## config.mk

```make
export PLATFORM = sky130hd
export DESIGN_NAME = window_vote_scanner_flat
export DESIGN_NICKNAME = d
export VERILOG_FILES = /design/src/rtl/window_vote_scanner_pkg.sv /design/src/rtl/window_vote_scanner_if.sv /design/src/rtl/window_vote_scanner_addr_gen.sv /design/src/rtl/window_vote_scanner.sv /design/src/flat_wrapper.sv
export SDC_FILE = /design/constraint.sdc
export NUM_CORES = 1
export LEC_CHECK = 0
export CORE_MARGIN = 1.5
export CORE_UTILIZATION = 57
export DETAILED_ROUTE_END_ITERATION = 10
export PLACE_DENSITY = 0.8
export SLEW_MARGIN = 20
export SYNTH_ARGS = -nofsm -noshare
export SYNTH_HDL_FRONTEND = slang
export SYNTH_SLANG_ARGS = --single-unit
export TNS_END_PERCENT = 5
```

## constraint.sdc

```tcl
create_clock -name clk -period 3.46 [get_ports clk]
set_input_delay 0.692 -clock clk [delete_from_list [all_inputs] [get_ports clk]]
set_output_delay 0.692 -clock clk [all_outputs]
set_load 0.01 [all_outputs]
```

## src/rtl/window_vote_scanner_pkg.sv

```systemverilog
// Shared definitions for the window vote scanner slice.
// Contents:
//   clog2        - constant ceiling-log2 helper for derived widths
//   scan_state_t - controller state encoding (IDLE/SCAN/DRAIN/DONE)
//   DEF_*        - default frame/window geometry shared with image readers
package window_vote_scanner_pkg;

  // Default frame and window geometry.
  localparam int DEF_IMG_W   = 240;
  localparam int DEF_IMG_H   = 180;
  localparam int DEF_WIN     = 3;
  localparam int DEF_STEP    = 1;
  localparam int DEF_RD_LAT  = 1;
  localparam int DEF_COORD_W = 8;
  localparam int DEF_CNT_W   = 16;

  typedef enum logic [1:0] {
    ST_IDLE  = 2'd0,
    ST_SCAN  = 2'd1,
    ST_DRAIN = 2'd2,
    ST_DONE  = 2'd3
  } scan_state_t;

  // Smallest r with 2**r >= value.
  function automatic int clog2(input int value);
    int result;
    result = 0;
    while ((32'd1 << result) < value) begin
      result = result + 1;
    end
    return result;
  endfunction

endpackage

```

## src/rtl/window_vote_scanner_if.sv

```systemverilog
// Control, pixel-read and result bus of the window vote scanner.
// Signals:
//   init/start/pause/thresh   - control from the host
//   rd_en/rd_x/rd_y, pix_in   - pixel RAM read port and returned bit
//   res_*                     - per-window result stream
//   active_count/busy/done    - frame status
// Modports: master = scanner side, slave = host / pixel RAM side.
interface window_vote_scanner_if #(
  parameter int COORD_W = 8,
  parameter int SUM_W   = 4,
  parameter int CNT_W   = 16
);
  logic               init;
  logic               start;
  logic               pause;
  logic [SUM_W-1:0]   thresh;
  logic               rd_en;
  logic [COORD_W-1:0] rd_x;
  logic [COORD_W-1:0] rd_y;
  logic               pix_in;
  logic               res_valid;
  logic               res_vote;
  logic [SUM_W-1:0]   res_sum;
  logic [COORD_W-1:0] res_x;
  logic [COORD_W-1:0] res_y;
  logic [CNT_W-1:0]   active_count;
  logic               busy;
  logic               done;

  modport master (
    input  init, start, pause, thresh, pix_in,
    output rd_en, rd_x, rd_y, res_valid, res_vote, res_sum, res_x, res_y,
           active_count, busy, done
  );

  modport slave (
    output init, start, pause, thresh, pix_in,
    input  rd_en, rd_x, rd_y, res_valid, res_vote, res_sum, res_x, res_y,
           active_count, busy, done
  );
endinterface

```

## src/rtl/window_vote_scanner_addr_gen.sv

```systemverilog
// Window address generator: nested cx/cy (inside window) and wx/wy
// (window origin) counters walking the frame row-major.
// Ports:
//   clk, reset      - clock, async active-low reset
//   clear           - synchronous return to the first address
//   advance         - current address is issued this cycle; step on
//   rd_x, rd_y      - current pixel address (wx+cx, wy+cy)
//   win_x, win_y    - origin of the window the current address belongs to
//   last_of_window  - current address is the final pixel of its window
//   last_of_frame   - current address is the final pixel of the frame
module window_vote_scanner_addr_gen
  import window_vote_scanner_pkg::*;
#(
  parameter int IMG_W   = DEF_IMG_W,
  parameter int IMG_H   = DEF_IMG_H,
  parameter int WIN     = DEF_WIN,
  parameter int STEP    = DEF_STEP,
  parameter int COORD_W = DEF_COORD_W
) (
  input  logic               clk,
  input  logic               reset,
  input  logic               clear,
  input  logic               advance,
  output logic [COORD_W-1:0] rd_x,
  output logic [COORD_W-1:0] rd_y,
  output logic [COORD_W-1:0] win_x,
  output logic [COORD_W-1:0] win_y,
  output logic               last_of_window,
  output logic               last_of_frame
);
  localparam logic [COORD_W-1:0] ZERO_C    = {COORD_W{1'b0}};
  localparam logic [COORD_W-1:0] ONE_C     = COORD_W'(1);
  localparam logic [COORD_W-1:0] STEP_C    = COORD_W'(STEP);
  localparam logic [COORD_W-1:0] CELL_LAST = COORD_W'(WIN - 1);
  localparam logic [COORD_W-1:0] X_LAST    = COORD_W'(IMG_W - WIN);
  localparam logic [COORD_W-1:0] Y_LAST    = COORD_W'(IMG_H - WIN);

  logic [COORD_W-1:0] cx_r;
  logic [COORD_W-1:0] cy_r;
  logic [COORD_W-1:0] wx_r;
  logic [COORD_W-1:0] wy_r;

  // Decode current address and end-of-window/end-of-frame flags.
  always_comb begin
    rd_x           = wx_r + cx_r;
    rd_y           = wy_r + cy_r;
    win_x          = wx_r;
    win_y          = wy_r;
    last_of_window = (cx_r == CELL_LAST) && (cy_r == CELL_LAST);
    last_of_frame  = last_of_window && (wx_r == X_LAST) && (wy_r == Y_LAST);
  end

  // Nested counters; each level wraps and carries into the next one.
  always_ff @(posedge clk or negedge reset) begin
    if (!reset) begin
      cx_r <= ZERO_C;
      cy_r <= ZERO_C;
      wx_r <= ZERO_C;
      wy_r <= ZERO_C;
    end else if (clear) begin
      cx_r <= ZERO_C;
      cy_r <= ZERO_C;
      wx_r <= ZERO_C;
      wy_r <= ZERO_C;
    end else if (advance) begin
      if (cx_r != CELL_LAST) begin
        cx_r <= cx_r + ONE_C;
      end else begin
        cx_r <= ZERO_C;
        if (cy_r != CELL_LAST) begin
          cy_r <= cy_r + ONE_C;
        end else begin
          cy_r <= ZERO_C;
          if (wx_r != X_LAST) begin
            wx_r <= wx_r + STEP_C;
          end else begin
            wx_r <= ZERO_C;
            if (wy_r != Y_LAST) begin
              wy_r <= wy_r + STEP_C;
            end else begin
              wy_r <= ZERO_C;
            end
          end
        end
      end
    end
  end

endmodule

```

## src/rtl/window_vote_scanner.sv

```systemverilog
// Window vote scanner: walks a WIN x WIN window over a binary frame held in
// external pixel RAM, sums the returned bits per window and emits a vote
// (sum > thresh) per window, counting the active windows of the frame.
// Ports:
//   clk    - clock, rising edge
//   reset  - asynchronous active-low reset
//   bus    - window_vote_scanner_if.master: init/start/pause/thresh in,
//            rd_en/rd_x/rd_y out, pix_in in, res_* stream out,
//            active_count/busy/done out
module window_vote_scanner
  import window_vote_scanner_pkg::*;
#(
  parameter int IMG_W   = DEF_IMG_W,
  parameter int IMG_H   = DEF_IMG_H,
  parameter int WIN     = DEF_WIN,
  parameter int STEP    = DEF_STEP,
  parameter int RD_LAT  = DEF_RD_LAT,
  parameter int COORD_W = DEF_COORD_W,
  parameter int CNT_W   = DEF_CNT_W
) (
  input logic                   clk,
  input logic                   reset,
  window_vote_scanner_if.master bus
);
  localparam int SUM_W = clog2(WIN * WIN + 1);
  localparam int DRN_W = clog2(RD_LAT + 1);
  localparam logic [DRN_W-1:0]   DRAIN_LAST = DRN_W'(RD_LAT);
  localparam logic [CNT_W-1:0]   CNT_MAX    = {CNT_W{1'b1}};
  localparam logic [COORD_W-1:0] COORD_ZERO = {COORD_W{1'b0}};

  scan_state_t        state_r;
  logic               busy_r;
  logic               done_r;
  logic               rd_en_r;
  logic [COORD_W-1:0] rd_x_r;
  logic [COORD_W-1:0] rd_y_r;
  logic [SUM_W-1:0]   thresh_r;
  logic [DRN_W-1:0]   drain_cnt_r;
  logic [SUM_W-1:0]   acc_r;
  logic               res_valid_r;
  logic               res_vote_r;
  logic [SUM_W-1:0]   res_sum_r;
  logic [COORD_W-1:0] res_x_r;
  logic [COORD_W-1:0] res_y_r;
  logic [CNT_W-1:0]   active_count_r;

  // Tag pipe: stage 0 lines up with the registered read strobe, stage
  // RD_LAT lines up with the returning pixel.
  logic [RD_LAT:0]    tag_valid_r;
  logic [RD_LAT:0]    tag_last_r;
  logic [COORD_W-1:0] tag_wx_r [0:RD_LAT];
  logic [COORD_W-1:0] tag_wy_r [0:RD_LAT];

  logic               start_ok_s;
  logic               issue_s;
  logic               ag_clear_s;
  logic [COORD_W-1:0] ag_x_s;
  logic [COORD_W-1:0] ag_y_s;
  logic [COORD_W-1:0] ag_wx_s;
  logic [COORD_W-1:0] ag_wy_s;
  logic               ag_low_s;
  logic               ag_lof_s;
  logic [SUM_W-1:0]   sum_next_s;
  logic               vote_s;

  // Start acceptance and read issue; init overrides both.
  always_comb begin
    start_ok_s = 1'b0;
    issue_s    = 1'b0;
    if (bus.init) begin
      start_ok_s = 1'b0;
      issue_s    = 1'b0;
    end else begin
      start_ok_s = (state_r == ST_IDLE) && bus.start;
      issue_s    = (state_r == ST_SCAN) && !bus.pause;
    end
  end

  assign ag_clear_s = bus.init | start_ok_s;

  window_vote_scanner_addr_gen #(
    .IMG_W   (IMG_W),
    .IMG_H   (IMG_H),
    .WIN     (WIN),
    .STEP    (STEP),
    .COORD_W (COORD_W)
  ) u_addr_gen (
    .clk            (clk),
    .reset          (reset),
    .clear          (ag_clear_s),
    .advance        (issue_s),
    .rd_x           (ag_x_s),
    .rd_y           (ag_y_s),
    .win_x          (ag_wx_s),
    .win_y          (ag_wy_s),
    .last_of_window (ag_low_s),
    .last_of_frame  (ag_lof_s)
  );

  // Running sum including the pixel returning this cycle, and its vote.
  always_comb begin
    sum_next_s = acc_r + SUM_W'(bus.pix_in);
    vote_s     = (sum_next_s > thresh_r);
  end

  // Controller FSM with registered read port and status outputs.
  always_ff @(posedge clk or negedge reset) begin
    if (!reset) begin
      state_r     <= ST_IDLE;
      busy_r      <= 1'b0;
      done_r      <= 1'b0;
      rd_en_r     <= 1'b0;
      rd_x_r      <= COORD_ZERO;
      rd_y_r      <= COORD_ZERO;
      thresh_r    <= {SUM_W{1'b0}};
      drain_cnt_r <= {DRN_W{1'b0}};
    end else if (bus.init) begin
      state_r     <= ST_IDLE;
      busy_r      <= 1'b0;
      done_r      <= 1'b0;
      rd_en_r     <= 1'b0;
      drain_cnt_r <= {DRN_W{1'b0}};
    end else begin
      done_r  <= 1'b0;
      rd_en_r <= issue_s;
      if (issue_s) begin
        rd_x_r <= ag_x_s;
        rd_y_r <= ag_y_s;
      end
      case (state_r)
        ST_IDLE: begin
          if (start_ok_s) begin
            state_r     <= ST_SCAN;
            busy_r      <= 1'b1;
            thresh_r    <= bus.thresh;
            drain_cnt_r <= {DRN_W{1'b0}};
          end
        end
        ST_SCAN: begin
          if (issue_s && ag_lof_s) begin
            state_r <= ST_DRAIN;
          end
        end
        ST_DRAIN: begin
          // Extra cycle beyond RD_LAT lets the final result register first.
          if (drain_cnt_r == DRAIN_LAST) begin
            state_r <= ST_DONE;
          end else begin
            drain_cnt_r <= drain_cnt_r + DRN_W'(1);
          end
        end
        ST_DONE: begin
          done_r  <= 1'b1;
          busy_r  <= 1'b0;
          state_r <= ST_IDLE;
        end
        default: begin
          state_r <= ST_IDLE;
        end
      endcase
    end
  end

  // Tag pipe, accumulator, result stream and saturating active count.
  always_ff @(posedge clk or negedge reset) begin
    if (!reset) begin
      tag_valid_r    <= {(RD_LAT+1){1'b0}};
      tag_last_r     <= {(RD_LAT+1){1'b0}};
      for (int k = 0; k <= RD_LAT; k++) begin
        tag_wx_r[k] <= COORD_ZERO;
        tag_wy_r[k] <= COORD_ZERO;
      end
      acc_r          <= {SUM_W{1'b0}};
      res_valid_r    <= 1'b0;
      res_vote_r     <= 1'b0;
      res_sum_r      <= {SUM_W{1'b0}};
      res_x_r        <= COORD_ZERO;
      res_y_r        <= COORD_ZERO;
      active_count_r <= {CNT_W{1'b0}};
    end else if (bus.init) begin
      // Flush in-flight tags so aborted reads never produce a result.
      tag_valid_r    <= {(RD_LAT+1){1'b0}};
      tag_last_r     <= {(RD_LAT+1){1'b0}};
      acc_r          <= {SUM_W{1'b0}};
      res_valid_r    <= 1'b0;
      active_count_r <= {CNT_W{1'b0}};
    end else begin
      tag_valid_r[0] <= issue_s;
      tag_last_r[0]  <= ag_low_s;
      tag_wx_r[0]    <= ag_wx_s;
      tag_wy_r[0]    <= ag_wy_s;
      for (int k = 1; k <= RD_LAT; k++) begin
        tag_valid_r[k] <= tag_valid_r[k-1];
        tag_last_r[k]  <= tag_last_r[k-1];
        tag_wx_r[k]    <= tag_wx_r[k-1];
        tag_wy_r[k]    <= tag_wy_r[k-1];
      end
      res_valid_r <= 1'b0;
      if (start_ok_s) begin
        acc_r          <= {SUM_W{1'b0}};
        active_count_r <= {CNT_W{1'b0}};
      end else if (tag_valid_r[RD_LAT]) begin
        if (tag_last_r[RD_LAT]) begin
          res_valid_r <= 1'b1;
          res_sum_r   <= sum_next_s;
          res_vote_r  <= vote_s;
          res_x_r     <= tag_wx_r[RD_LAT];
          res_y_r     <= tag_wy_r[RD_LAT];
          acc_r       <= {SUM_W{1'b0}};
          if (vote_s && (active_count_r != CNT_MAX)) begin
            active_count_r <= active_count_r + CNT_W'(1);
          end
        end else begin
          acc_r <= sum_next_s;
        end
      end
    end
  end

  assign bus.rd_en        = rd_en_r;
  assign bus.rd_x         = rd_x_r;
  assign bus.rd_y         = rd_y_r;
  assign bus.res_valid    = res_valid_r;
  assign bus.res_vote     = res_vote_r;
  assign bus.res_sum      = res_sum_r;
  assign bus.res_x        = res_x_r;
  assign bus.res_y        = res_y_r;
  assign bus.active_count = active_count_r;
  assign bus.busy         = busy_r;
  assign bus.done         = done_r;

endmodule

```

## src/flat_wrapper.sv

```systemverilog
// flat-port wrapper written by rule: the top's interface ports become plain ports
module window_vote_scanner_flat import window_vote_scanner_pkg::*;
#(
  parameter int IMG_W   = DEF_IMG_W,
  parameter int IMG_H   = DEF_IMG_H,
  parameter int WIN     = DEF_WIN,
  parameter int STEP    = DEF_STEP,
  parameter int RD_LAT  = DEF_RD_LAT,
  parameter int COORD_W = DEF_COORD_W,
  parameter int CNT_W   = DEF_CNT_W
)
  (clk, reset, bus_init, bus_start, bus_pause, bus_thresh, bus_pix_in, bus_rd_en, bus_rd_x, bus_rd_y, bus_res_valid, bus_res_vote, bus_res_sum, bus_res_x, bus_res_y, bus_active_count, bus_busy, bus_done);
  window_vote_scanner_if #(.COORD_W(COORD_W), .SUM_W(4), .CNT_W(CNT_W)) bus_i ();
  input logic clk;
  input logic reset;
  input wire logic [$bits(bus_i.init)-1:0] bus_init;
  input wire logic [$bits(bus_i.start)-1:0] bus_start;
  input wire logic [$bits(bus_i.pause)-1:0] bus_pause;
  input wire logic [$bits(bus_i.thresh)-1:0] bus_thresh;
  input wire logic [$bits(bus_i.pix_in)-1:0] bus_pix_in;
  output wire logic [$bits(bus_i.rd_en)-1:0] bus_rd_en;
  output wire logic [$bits(bus_i.rd_x)-1:0] bus_rd_x;
  output wire logic [$bits(bus_i.rd_y)-1:0] bus_rd_y;
  output wire logic [$bits(bus_i.res_valid)-1:0] bus_res_valid;
  output wire logic [$bits(bus_i.res_vote)-1:0] bus_res_vote;
  output wire logic [$bits(bus_i.res_sum)-1:0] bus_res_sum;
  output wire logic [$bits(bus_i.res_x)-1:0] bus_res_x;
  output wire logic [$bits(bus_i.res_y)-1:0] bus_res_y;
  output wire logic [$bits(bus_i.active_count)-1:0] bus_active_count;
  output wire logic [$bits(bus_i.busy)-1:0] bus_busy;
  output wire logic [$bits(bus_i.done)-1:0] bus_done;
  assign bus_i.init = bus_init;
  assign bus_i.start = bus_start;
  assign bus_i.pause = bus_pause;
  assign bus_i.thresh = bus_thresh;
  assign bus_i.pix_in = bus_pix_in;
  assign bus_rd_en = bus_i.rd_en;
  assign bus_rd_x = bus_i.rd_x;
  assign bus_rd_y = bus_i.rd_y;
  assign bus_res_valid = bus_i.res_valid;
  assign bus_res_vote = bus_i.res_vote;
  assign bus_res_sum = bus_i.res_sum;
  assign bus_res_x = bus_i.res_x;
  assign bus_res_y = bus_i.res_y;
  assign bus_active_count = bus_i.active_count;
  assign bus_busy = bus_i.busy;
  assign bus_done = bus_i.done;
  window_vote_scanner #(.IMG_W(IMG_W), .IMG_H(IMG_H), .WIN(WIN), .STEP(STEP), .RD_LAT(RD_LAT), .COORD_W(COORD_W), .CNT_W(CNT_W)) u_core (.clk(clk), .reset(reset), .bus(bus_i));
endmodule
```

# Yosys cells after proc, flatten, opt, wreduce, memory -nomap -nowiden
# Index checks and enable logic that the tools add are counted.
# classes
addsub	9
n_div	0
n_eq_ne	18
shift	0
magnitude_cmp	1
reduce_logical	25
multipliers	0
n_mux	50
n_bitwise	3
# op_table
op	count
$mux 8	18
$mux 16	5
$add 8x1->8 const B	4
$add 16x1->16 const B	1
$add 8x8->8	2
$eq 8x2->1 const B	2
$eq 8x8->1 const B	2
$mux 4	4
$ne 16x16->1 const B	1
$ne 8x2->1 const B	2
$ne 8x8->1 const B	2
$reduce_bool 3->1	5
$mux 1	14
$mux 2	6
$reduce_and 3->1	4
$pmux 2 s4	1
$reduce_and 2->1	4
$reduce_and 4->1	2
$logic_and 1x1->1	7
$ne 2x1->1 const B	3
$ne 3x2->1 const B	2
$add 4x1->4	1
$eq 2x2->1 const B	2
$gt 4x4->1	1
other kinds (9)	11
# totals
mem_count	0
rom_bits	0
mem_bits_rw	0
wordCells	131
reg_bits	136
out_inout_bits	57
latch_bits	0

# Depth between registers and ports, before layout
# Gate-level depths: netlist (run 1).
# depth
ltp_word	8
depth_mapped	11
ltp_nobuf	9

# Cells and area by module
# Synthesis (run 1) repeated with hierarchy kept, for this count alone.
# hier_totals
cells_unflattened	627
hier_area_um2	6946.7
# by_module_without_submodules
module	area_per_inst_um2	cells_each	instances
window_vote_scanner	4460.5	343	1
window_vote_scanner_addr_gen	2486.1	284	1

# Worst setup path before layout (run 1)
# No wires, ideal clock.
# synth_path
kind	input to register
startpoint	in bus_pix_in
endpoint	reg u_core.active_count_r[1] (netlist: u_core.bus.active_count[1])
path_buffers	2
cell_stages	10
t_arrival_ps	2827
setup_slack_ps	554
setup_time_ps	78
cell_sequence	ha_1 ha_1 ha_1 nor2b_1 o211ai_1 a21o_1 clkbuf_1 clkbuf_1 o21ai_0 a21oi_1
# synth_between
elab_chain_len	5
# synth_rtl
item	line	source
from (decl)	flat_wrapper.sv:20	input wire logic [$bits(bus_i.pix_in)-1:0] bus_pix_in;
$add 4x1->4	window_vote_scanner.sv:102	sum_next_s = acc_r + SUM_W'(bus.pix_in);
named net u_core.sum_next_s[1]	window_vote_scanner.sv:63	logic [SUM_W-1:0] sum_next_s;
$gt 4x4->1	window_vote_scanner.sv:103	vote_s = (sum_next_s > thresh_r);
$logic_and 1x1->1	window_vote_scanner.sv:210	if (vote_s && (active_count_r != CNT_MAX)) begin
$reduce_bool 3->1 (no line)	n/a	
$reduce_and 3->1 (no line)	n/a	
to (signal assigned)	window_vote_scanner.sv:186	active_count_r <= {CNT_W{1'b0}};
to (signal assigned)	window_vote_scanner.sv:201	active_count_r <= {CNT_W{1'b0}};
to (signal assigned)	window_vote_scanner.sv:211	active_count_r <= active_count_r + CNT_W'(1);
to (decl)	window_vote_scanner.sv:45	logic [CNT_W-1:0] active_count_r;
# The timed path passes the listed nets, and every way through them passes these cells.
# A chain may end at the register's enable or synchronous reset.

# Final worst setup path (run 1)
# layout_path
startpoint	in bus_pix_in
endpoint	reg u_core.active_count_r[12] (netlist: u_core.bus.active_count[12])
# Same word-level chain as after synthesis.

==> results by group, run 1 <==
Run status
  • Status: finished clean

STA
  • Final min period: 3250 ps
  • Slew of the pin with the lowest slew margin: between 700 and 800 ps
  • Setup violators final: 0
  • Slew margin rel.: between 40% and 50%
  • Max frequency: 0.308 GHz
  • Max Transition Viols Final: 0
  • Period Utilization, post-route: 94.0%
  • RSZ-0062 raised after global routing: no
  • TNS Setup: 0 ps
  • Skew final: roughly 7.2 ps
  • Final Hold Fails: 0

Yosys
  • Yosys warning count: 0
  • Sequential share of the synthesized area: between 40% and 50%
  • Top_reg_cell synth: dfrtp_1
  • Synth Area in XOR/XNOR: 2.70%
  • Number of synthesized flops with an enable pin: 0
  • Largest family of logic cells by synthesized area: simple AND/OR/NAND/NOR gates
  • Cells after Synth: approximately 630
  • Post-synthesis compound-gate area fraction: a little over a tenth
  • Synthesized area: ~0.0068 mm²
  • Ys async rst share: between 90% and 100%
  • Synth Area in Simple Gates: roughly 17%
  • Mux contribution to synthesized area: approximately a tenth
  • #FFs+latches synth: 135
  • Post-Syn Nets: between 600 and 700
  • Avg Cell Area, Syn: approximately 11 µm²
  • Adder-Cell Fraction of Synth Area: 6.66%
  • Distinct cells, synth: 61

GRT
  • Vias in the first global route: a little over 5,000
  • First-pass GRT wire length: roughly 25,000 µm
  • Initial antenna violation count: 1
  • Largest net degree at the start of global routing: roughly 140
  • Total global-route track usage: between 20% and 30%
  • Overflow after GRT: 0

Place
  • IO Port Bufs: 66
  • DP Area: roughly 0.0076 mm²
  • Global placer's final weighted congestion: about 0.88
  • DP Wirelength: ~10000 µm

Critical path
  • R2r setup slk: 560 ps
  • Reg2reg path depth: 8
  • Worst path max stage delay: 610 ps
  • Critical path arrival: roughly 3600 ps
  • CP endpoint kind: flop
  • CP Launch Type: input pin
  • Reg-to-Reg Start: u_core.acc_r[0]
  • CP Cell Sequence: clkdlybuf4s50_1, ha_1, nand3_1, xnor2_1, ha_1, nand4_1, nand3_1, a21o_1, or4_1, a21oi_1
  • WP buf/inv: 1
  • Worst R2R End: u_core.bus.active_count[12]
  • Critical path required time: 3790 ps
  • Type of the worst setup path: input pin to flop
  • CP top delay family: simple AND/OR/NAND/NOR gates
  • CP Max Fanout: 25
  • Cell depth of the worst setup path: 10
  • Slowest-stage cell, CP: or4_1

Clocking
  • CTS max path bufs: 2
  • CTS tree: yes
  • Post-CTS Hold Fix Bufs: 0
  • Clk root buf: clkbuf_16
  • Post_cts resized: 0
  • # Post-CTS Setup Buffers: 0
  • Clk Latency, worst-skew pair: around 420 ps
  • CTS Sinks: between 100 and 150
  • Reg clk slew, reported paths: 60 ps
  • H-tree levels: 4
  • TritonCTS buffer count: 17

Floorplanning
  • IO Pins: 67
  • Core area: 0.0115 mm²
  • Die footprint: roughly 0.013 mm²
  • FP Rows: 39
  • Die width: around 110 µm
  • Die Height: between 100 and 150 µm
  • Initial core utilization: between 50% and 60%

Layout
  • Storage cell area: about 0.0034 mm²
  • Area Growth Syn to Fin: 21.7%
  • Leading cell types in the layout, fill and taps excluded: dfrtp_1, clkdlybuf4s50_1, mux2_2
  • Commonest non-fill, non-tap cell in the layout: dfrtp_1
  • Multi-input logic area: about 0.0032 mm²
  • Fillers: 776
  • Final net count: 747
  • Final instance area: 0.00828 mm²
  • Layout cells sized above 1: 15.7%

Drt
  • First-pass DRT Iterations: 8
  • Met3 WL: 713 µm
  • Detail Route Antenna Nets: 0
  • Met2 Wirelength: approximately 7200 µm
  • M1 wire length: ~6300 µm
  • Post-DR wirelength/cell: between 15 and 20 µm
  • DRC viols: 0
  • Via density: roughly 6.1
  • Vias: ~5,200
  • Initial DRC Count: 428
  • Top layer in use: met4
  • Routed Wire Length: 14,700 µm

Pwr
  • PD cells: 555 mW/mm²
  • Max VDD drop: slightly above 0.3 mV
  • Leak: 3.74 nW

Run
  • Max-cap viol count: 0

Worst hold path
  • Worst hold path class: input pin to asynchronous set/reset pin
## logic make-up (layout without fill, tap and decap cells)
logic type / after synthesis / count (layout)
adder cells (fa/ha/maj): 35 / 35
other: 0 / 1
AO/OA/AOI/OAI: 114 / 114
flip-flops: 135 / 135
multiplexers: 62 / 62
AND/OR/NAND/NOR: 212 / 212
buffers and inverters: 52 / 136
XOR/XNOR: 21 / 21
## report_power, final
| part | internal (mW) | switching, mW | total [mW] |
|---|---|---|---|
| registers | 1.71 | 0.117 | 1.83 |
| logic | 0.303 | 0.411 | 0.714 |
| clock network | 1.39 | 0.666 | 2.05 |
## state kept, by name, summed over array words and instances, names as in the netlist
signal	count
u_core.u_addr_gen.cy_r	8
u_core.bus.res_sum	4
u_core.bus.rd_x	8
u_core.u_addr_gen.win_y	8
u_core.u_addr_gen.cx_r	8
u_core.tag_wx_r	16
u_core.state_r	2
u_core.bus.res_vote	1
u_core.bus.active_count	16
u_core.bus.busy	1
u_core.drain_cnt_r	1
u_core.u_addr_gen.win_x	8
u_core.tag_valid_r	2
u_core.bus.res_y	8
u_core.thresh_r	4
u_core.tag_wy_r	16
u_core.bus.done	1
u_core.bus.rd_y	8
u_core.tag_last_r	2
u_core.bus.res_x	8
u_core.bus.res_valid	1
u_core.acc_r	4
## cells in the mapped netlist, types with 8 or more instances
cell type  instances  area share (%)
mux2_2            55             9.1
nor2_1            36             2.0
and3_1            13             1.2
xor2_1            14             1.8
clkbuf_1          15            0.83
nor2b_1           15             1.4
or4_1             11             1.2
o31ai_1           19             2.1
or3_1              8            0.74
a21oi_1           28             2.1
dfrtp_1          135              50
nand3_1           29             2.1
nand2_1           48             2.6
ha_1              33             6.1
inv_1             27             1.5
o21ai_0           39             2.9
## how the worst max path moves through the flow
stage | start | end | slack [ps]
final | bus_pix_in | u_core.bus.active_count[12] | 210
after global routing | bus_pix_in | u_core.bus.active_count[12] | 90
after CTS | bus_pix_in | u_core.bus.active_count[12] | 270
after detailed placement | bus_pix_in | u_core.bus.active_count[12] | -50
after global placement | bus_pix_in | u_core.bus.active_count[3] | 90
after floorplan | bus_pix_in | u_core.bus.active_count[1] | 550
## metrics by stage
step	hold WS (ps)	setup slack [ps]	std cells	total power, mW	utilization (%)
floorplan	396	554	631	2.29	-
global placement	456	87.5	826	2.50	66.0
detailed placement	461	-50.7	826	2.55	66.0
CTS	428	272	858	4.62	71.9
global route	445	89.7	859	4.80	71.9
finish	368	208	859	4.60	71.9
## routing by layer
layer / up-vias / track usage [%]
met5: - / 0
met4: 0 / 10.8
met3: 44 / 5.83
met2: 202 / 39.2
met1: 2590 / 32.7
li1: 2407 / -
## worst register-to-register path: stages, from the launching register on
cell	delay, ps
dfrtp_1	380
ha_1	200
ha_1	320
ha_1	320
nor2b_1	190
o211ai_1	160
a21o_1	440
or4_1	620
a21oi_1	190
## layout make-up
class,instances,share of cell area [%]
flip-flops and latches,135,40.8
multi-input cells,444,38.6
repair buffers,76,8.95
clock buffers,20,5.52
clock inverters,12,2.69
well taps,143,2.16
inverters,28,1.27
diodes,1,0.0302
Power figures use the tool's default switching activity.
==> run 2, diff against run 1 <==
- CORE_ASPECT_RATIO: unset -> 1.1
==> results by group, run 2 (synthesis gave the netlist of run 1 again) <==
STA
  • Final min period: 3010 ps (-237 ps)
  • Period Utilization, post-route: 87.1% (-6.9 points)
  • Final Hold Fails: 0 (unchanged)
  • Slew of the pin with the lowest slew margin: 671 ps (-83.4 ps)
  • Max frequency: 0.332 GHz (+7.9%)
  • RSZ-0062 raised after global routing: no
  • Max Transition Viols Final: 0 (unchanged)
  • Skew final: 7.76 ps (+0.576 ps)
  • Setup violators final: 0 (unchanged)
  • Slew margin rel.: 55.2% (+5.9 points)
  • TNS Setup: 0 ps (unchanged)

Floorplanning
  • Die footprint: 0.0126 mm² (about the same)
  • Die Height: 118 µm (+4.7%)
  • Core area: 0.0115 mm² (+0.23%)
  • FP Rows: 41 (+5.1%)
  • IO Pins: 67 (unchanged)
  • Initial core utilization: 58.9% (-0.13 points)
  • Die width: 107 µm (-4.5%)

Run status
  • Status: finished clean

Pwr
  • Leak: 3.72 nW (-0.58%)
  • Overall Power: 4.30 mW (-6.6%)
  • PD cells: 523 mW/mm² (-5.8%)
  • Max VDD drop: 0.329 mV (+6.4%)

Clocking
  • CTS Sinks: 135 (unchanged)
  • Post-CTS Hold Fix Bufs: 0 (unchanged)
  • # Post-CTS Setup Buffers: 0 (unchanged)
  • CTS max path bufs: 2 (unchanged)
  • Clk root buf: clkbuf_16
  • Reg clk slew, reported paths: 50 ps (about the same)
  • H-tree levels: 4 (unchanged)
  • Clk Latency, worst-skew pair: 420 ps (about the same)
  • TritonCTS buffer count: 17 (unchanged)
  • Post_cts resized: 0 (unchanged)
  • CTS tree: yes

Layout
  • Area Growth Syn to Fin: 20.7%
  • Layout cells sized above 1: 15.6% (-0.022 points)
  • Final net count: 748 (+0.13%)
  • Leading cell types in the layout, fill and taps excluded: dfrtp_1, clkdlybuf4s50_1, mux2_2
  • Commonest non-fill, non-tap cell in the layout: dfrtp_1
  • Final Util: 71.1% (-0.75 points)
  • Ant diodes: 0 (-1)

Critical path
  • CP endpoint kind: flop
  • Slowest-stage cell, CP: or4_1
  • Critical path required time: 3790 ps (about the same)
  • R2r setup slk: 760 ps (+200 ps)
  • Type of the worst setup path: input pin to flop
  • Worst R2R End: u_core.bus.active_count[8]
  • CP Launch Type: input pin
  • Reg2reg path depth: 9 (+1)
  • Critical path arrival: 3340 ps (-240 ps)
  • Reg-to-Reg Start: u_core.acc_r[0]
  • WP buf/inv: 2 (+1)
  • CP startpoint: bus_pix_in
  • CP Cell Sequence: clkdlybuf4s50_1, ha_1, nand3_1, xnor2_1, ha_1, nand4_1, nand3_1, a21o_1, buf_12, or4_1, a21oi_1
  • Worst path max stage delay: 510 ps (-100 ps)
  • CP Max Fanout: 27 (+8.0%)
  • Worst setup path endpoint: u_core.bus.active_count[8]
  • CP top delay family: simple AND/OR/NAND/NOR gates
  • Cell depth of the worst setup path: 11 (+1)

Place
  • DP Wirelength: 9930 µm (+2.1%)
  • IO Port Bufs: 66 (unchanged)
  • Global placer's final weighted congestion: 0.880 (-0.16%)

Drt
  • Detail Route Antenna Nets: 0 (unchanged)
  • Routed Wire Length: 14,300 µm (-2.4%)
  • Post-DR wirelength/cell: 16.6 µm (-3.2%)
  • Vias: 5,102 (-2.7%)
  • Via density: 5.89 (-3.5%)
  • First-pass DRT Iterations: 5 (-3)
  • DRC viols: 0 (unchanged)
  • Initial DRC Count: 334 (-22%)

Run
  • Max-cap viol count: 0 (unchanged)

GRT
  • Global routing's busiest layer: met2
  • Initial antenna violation count: 0 (-1)
  • M1 GR Usage: 32.4% (-0.33 points)
  • Total global-route track usage: 24.2% (-0.47 points)
  • Largest net degree at the start of global routing: 59 (-57%)
  • GRT met2 Usage: 37.9% (-1.4 points)
  • Overflow after GRT: 0 (unchanged)
  • Global Route met3 Usage: 5.04% (-0.79 points)
  • First-pass GRT wire length: 24,100 µm (-2.5%)
  • Vias in the first global route: 5,058 (-1.9%)

Worst hold path
  • Worst hold path class: input pin to asynchronous set/reset pin
[run 2: area by class of cell]
cell class | instances | area, µm²
Fill cell | 817 | 3330
Multi-Input combinational cell | 444 | 3190
Tap cell | 150 | 188
Timing Repair Buffer | 77 | 761
Inverter | 28 | 105
Sequential cell | 135 | 3380
Clock buffer | 23 | 488
Clock inverter | 9 | 97.6
[run 2: how the worst min path moves through the flow]
stage / from / end / slack (ps) / depth (start not counted)
after floorplan: reset / u_core.acc_r[0] / 400 / 0
after global placement: u_core.tag_last_r[0] / u_core.tag_last_r[1] / 460 / 1
after detailed placement: u_core.bus.rd_y[0] / u_core.bus.rd_y[0] / 460 / 2
after CTS: reset / u_core.tag_wx_r[3] / 330 / 1
after global routing: reset / u_core.bus.res_x[0] / 380 / 1
final: reset / u_core.bus.res_x[0] / 310 / 1
[run 2: where the power goes]
group          switching [mW]  internal [mW]
Combinational           0.393          0.299
Sequential              0.116           1.71
Clock                   0.646           1.13
[run 2: metrics by stage]
step           cell area [µm²]  hold slack [ps]  cells  setup WS [ps]
2_1_floorplan             6800              396    631            554
3_3_place_gp              7620              456    834            197
3_5_place_dp              7620              462    834            104
4_1_cts                   8210              325    866            460
5_1_grt                   8210              377    866            298
6_report                  8210              308    866            446
[run 2: layer usage]
metal	share of wire [%]	routed length, µm
met1	44	6310
met4	2.4	344
met2	49	7010
met3	4.7	678
met5	0	0
==> run 3, diff against run 2 <==
--- a/config.mk
+++ b/config.mk
@@ -10,4 +10,5 @@
 export CORE_UTILIZATION = 57
 export DETAILED_ROUTE_END_ITERATION = 10
+export GPL_ROUTABILITY_DRIVEN = 0
 export PLACE_DENSITY = 0.8
 export SLEW_MARGIN = 20
==> constraint.sdc (replaced) <==
create_clock -name clk -period 3.46 [get_ports clk]
set_input_delay 0.346 -clock clk [delete_from_list [all_inputs] [get_ports clk]]
set_output_delay 0.346 -clock clk [all_outputs]
set_load 0.01 [all_outputs]
==> results by group, run 3 (synthesis gave the netlist of run 1 again) <==
Run status
  • Status: complete, but fails checks
  • Failing checks: hold timing

Critical path
  • Slowest-stage cell, CP: or4_1
  • CP Max Fanout: 27 (unchanged)
  • CP top delay family: simple AND/OR/NAND/NOR gates
  • Worst path max stage delay: 600 ps (+90 ps)
  • CP Cell Sequence: clkdlybuf4s50_1, ha_1, nand3_1, xnor2_1, ha_1, nand4_1, nand3_1, a21o_1, or4_1, a21oi_1
  • Type of the worst setup path: input pin to flop
  • Critical path required time: 3800 ps (about the same)
  • WP buf/inv: 1 (-1)
  • CP Launch Type: input pin
  • Critical path arrival: 3170 ps (-170 ps)
  • CP endpoint kind: flop

STA
  • TNS Setup: 0 ps (unchanged)
  • Period Utilization, post-route: 81.9% (-5.3 points)
  • Max frequency: 0.353 GHz (+6.4%)
  • Slew of the pin with the lowest slew margin: 776 ps (+104 ps)
  • Final Hold Fails: 9 (+9)
  • Final hold slack: -9.61 ps (-318 ps)
  • Slew margin rel.: 48.3% (-6.9 points)
  • Setup violators final: 0 (unchanged)
  • Skew final: 5.51 ps (-2.25 ps)
  • Setup ws final: 627 ps (+182 ps)
  • Max Transition Viols Final: 0 (unchanged)
  • RSZ-0062 raised after global routing: no
  • Final min period: 2830 ps (-182 ps)

Run
  • Max-cap viol count: 0 (unchanged)

Clocking
  • CTS Sinks: 135 (unchanged)
  • # Post-CTS Setup Buffers: 0 (unchanged)
  • TritonCTS buffer count: 17 (unchanged)
  • Reg clk slew, reported paths: 50 ps (about the same)
  • Clk root buf: clkbuf_16
  • CTS tree: yes
  • CTS max path bufs: 2 (unchanged)
  • Clk Latency, worst-skew pair: 420 ps (about the same)
  • H-tree levels: 4 (unchanged)
  • Post-CTS Hold Fix Bufs: 0 (unchanged)
  • Post_cts resized: 0 (unchanged)

Layout
  • Storage cell area: 0.00338 mm² (unchanged)
  • Fillers: 798 (-2.3%)
  • Final instance area: 0.00818 mm² (-0.38%)
  • Multi-input logic area: 0.00319 mm² (unchanged)
  • Leading cell types in the layout, fill and taps excluded: dfrtp_1, clkdlybuf4s50_1, mux2_2
  • Commonest non-fill, non-tap cell in the layout: dfrtp_1
  • Area Growth Syn to Fin: 20.3%
  • Final net count: 746 (-0.27%)
  • Layout cells sized above 1: 15.1% (-0.52 points)
  • Ant diodes: 0 (unchanged)

GRT
  • Vias in the first global route: 5,156 (+1.9%)
  • Overflow after GRT: 0 (unchanged)
  • First-pass GRT wire length: 24,300 µm (+0.63%)
  • Largest net degree at the start of global routing: 80 (+36%)
  • Total global-route track usage: 24.1% (-0.11 points)
  • Initial antenna violation count: 0 (unchanged)

Pwr
  • Overall Power: 4.30 mW (+0.22%)
  • PD cells: 526 mW/mm² (+0.61%)
  • Int Pwr: 3.15 mW (+0.42%)
  • Logic pwr share: 16.2% (about the same)
  • Sw Share: 26.7% (-0.14 points)
  • P_sw: 1.15 mW (-0.31%)
  • Register share of total power: 42.4% (-0.2 points)
  • Leak: 3.70 nW (-0.52%)
  • Clock share of power: 41.4% (about the same)
  • Max VDD drop: 0.302 mV (-8.1%)

Floorplanning
  • FP Rows: 41 (unchanged)
  • Die footprint: 0.0126 mm² (unchanged)
  • Core area: 0.0115 mm² (unchanged)
  • IO Pins: 67 (unchanged)
  • Initial core utilization: 58.9% (unchanged)
  • Die width: 107 µm (unchanged)
  • Die Height: 118 µm (unchanged)

Drt
  • Routed Wire Length: 14,200 µm (-1.0%)
  • Via density: 5.92 (+0.49%)
  • Vias: 5,115 (+0.25%)
  • DRC viols: 0 (unchanged)
  • Post-DR wirelength/cell: 16.4 µm (-0.82%)
  • Initial DRC Count: 291 (-13%)
  • Detail Route Antenna Nets: 0 (unchanged)
  • First-pass DRT Iterations: 5 (unchanged)

Place
  • IO Port Bufs: 66 (unchanged)
  • Setup WS pre-CTS: 271 ps (+167 ps)
  • DP Area: 0.00760 mm² (-0.36%)
  • DP Wirelength: 9800 µm (-1.3%)

Worst hold path
  • Worst hold path class: input pin to asynchronous set/reset pin
## run 3: cell count changes in the layout (fill, tap and decap cells not counted), sizes merged
cell	before	now
bufinv	2	3
buf	13	11
clkbuf	23	22
## run 3: worst register-to-register path, delay by kind of cell, from the launching register on
family	cells	cell delay, ps
AND/OR/NAND/NOR	4	980
AO/OA/AOI/OAI	2	580
adder cells (fa/ha/maj)	2	520
flip-flops	1	350
XOR/XNOR	1	280
## run 3: worst paths after layout
kind                               startpoint                         end  slack (ps)  cells past startpoint
setup / recovery                   bus_pix_in  u_core.bus.active_count[4]         630                     10
hold / removal                          reset         u_core.bus.res_x[7]         -10                      1
setup reg to reg              u_core.acc_r[0]  u_core.bus.active_count[4]         660                      9
hold reg to reg            u_core.tag_wx_r[9]          u_core.tag_wx_r[9]         480                      2
max in group asynchronous               reset         u_core.tag_wy_r[12]        2610                      2
min in group clk           u_core.tag_wx_r[9]          u_core.tag_wx_r[9]         480                      2
## run 3: cell type report
type	count	share of cell area, %
Clock buffer	22	5.55
Inverter	28	1.28
Clock inverter	10	1.56
Sequential cell	135	41.3
Tap cell	150	2.29
Timing Repair Buffer	75	8.96
Multi-Input combinational cell	444	39.0
## run 3: power groups by stage
stage	combinational, mW	clock [mW]	sequential [mW]
final	0.695	1.78	1.83
after global routing	0.786	1.88	1.84
after CTS	0.696	1.82	1.82
after detailed placement	0.688	0	1.85
after global placement	0.655	0	1.84
after floorplan	0.455	0	1.83
## run 3: through the flow
step	std cells	util (%)
global placement	832	65.8
floorplan	631	-
global route	864	70.9
finish	864	70.9
detailed placement	832	65.8
CTS	864	70.9
## run 3: routing by layer
layer | GRT usage (%) | vias up | share of wire [%]
met3 | 5.59 | 35 | 5.7
met2 | 38.3 | 157 | 49
li1 | - | 2407 | -
met1 | 31.3 | 2516 | 43
met5 | 0 | - | 0
met4 | 10.8 | 0 | 2.5
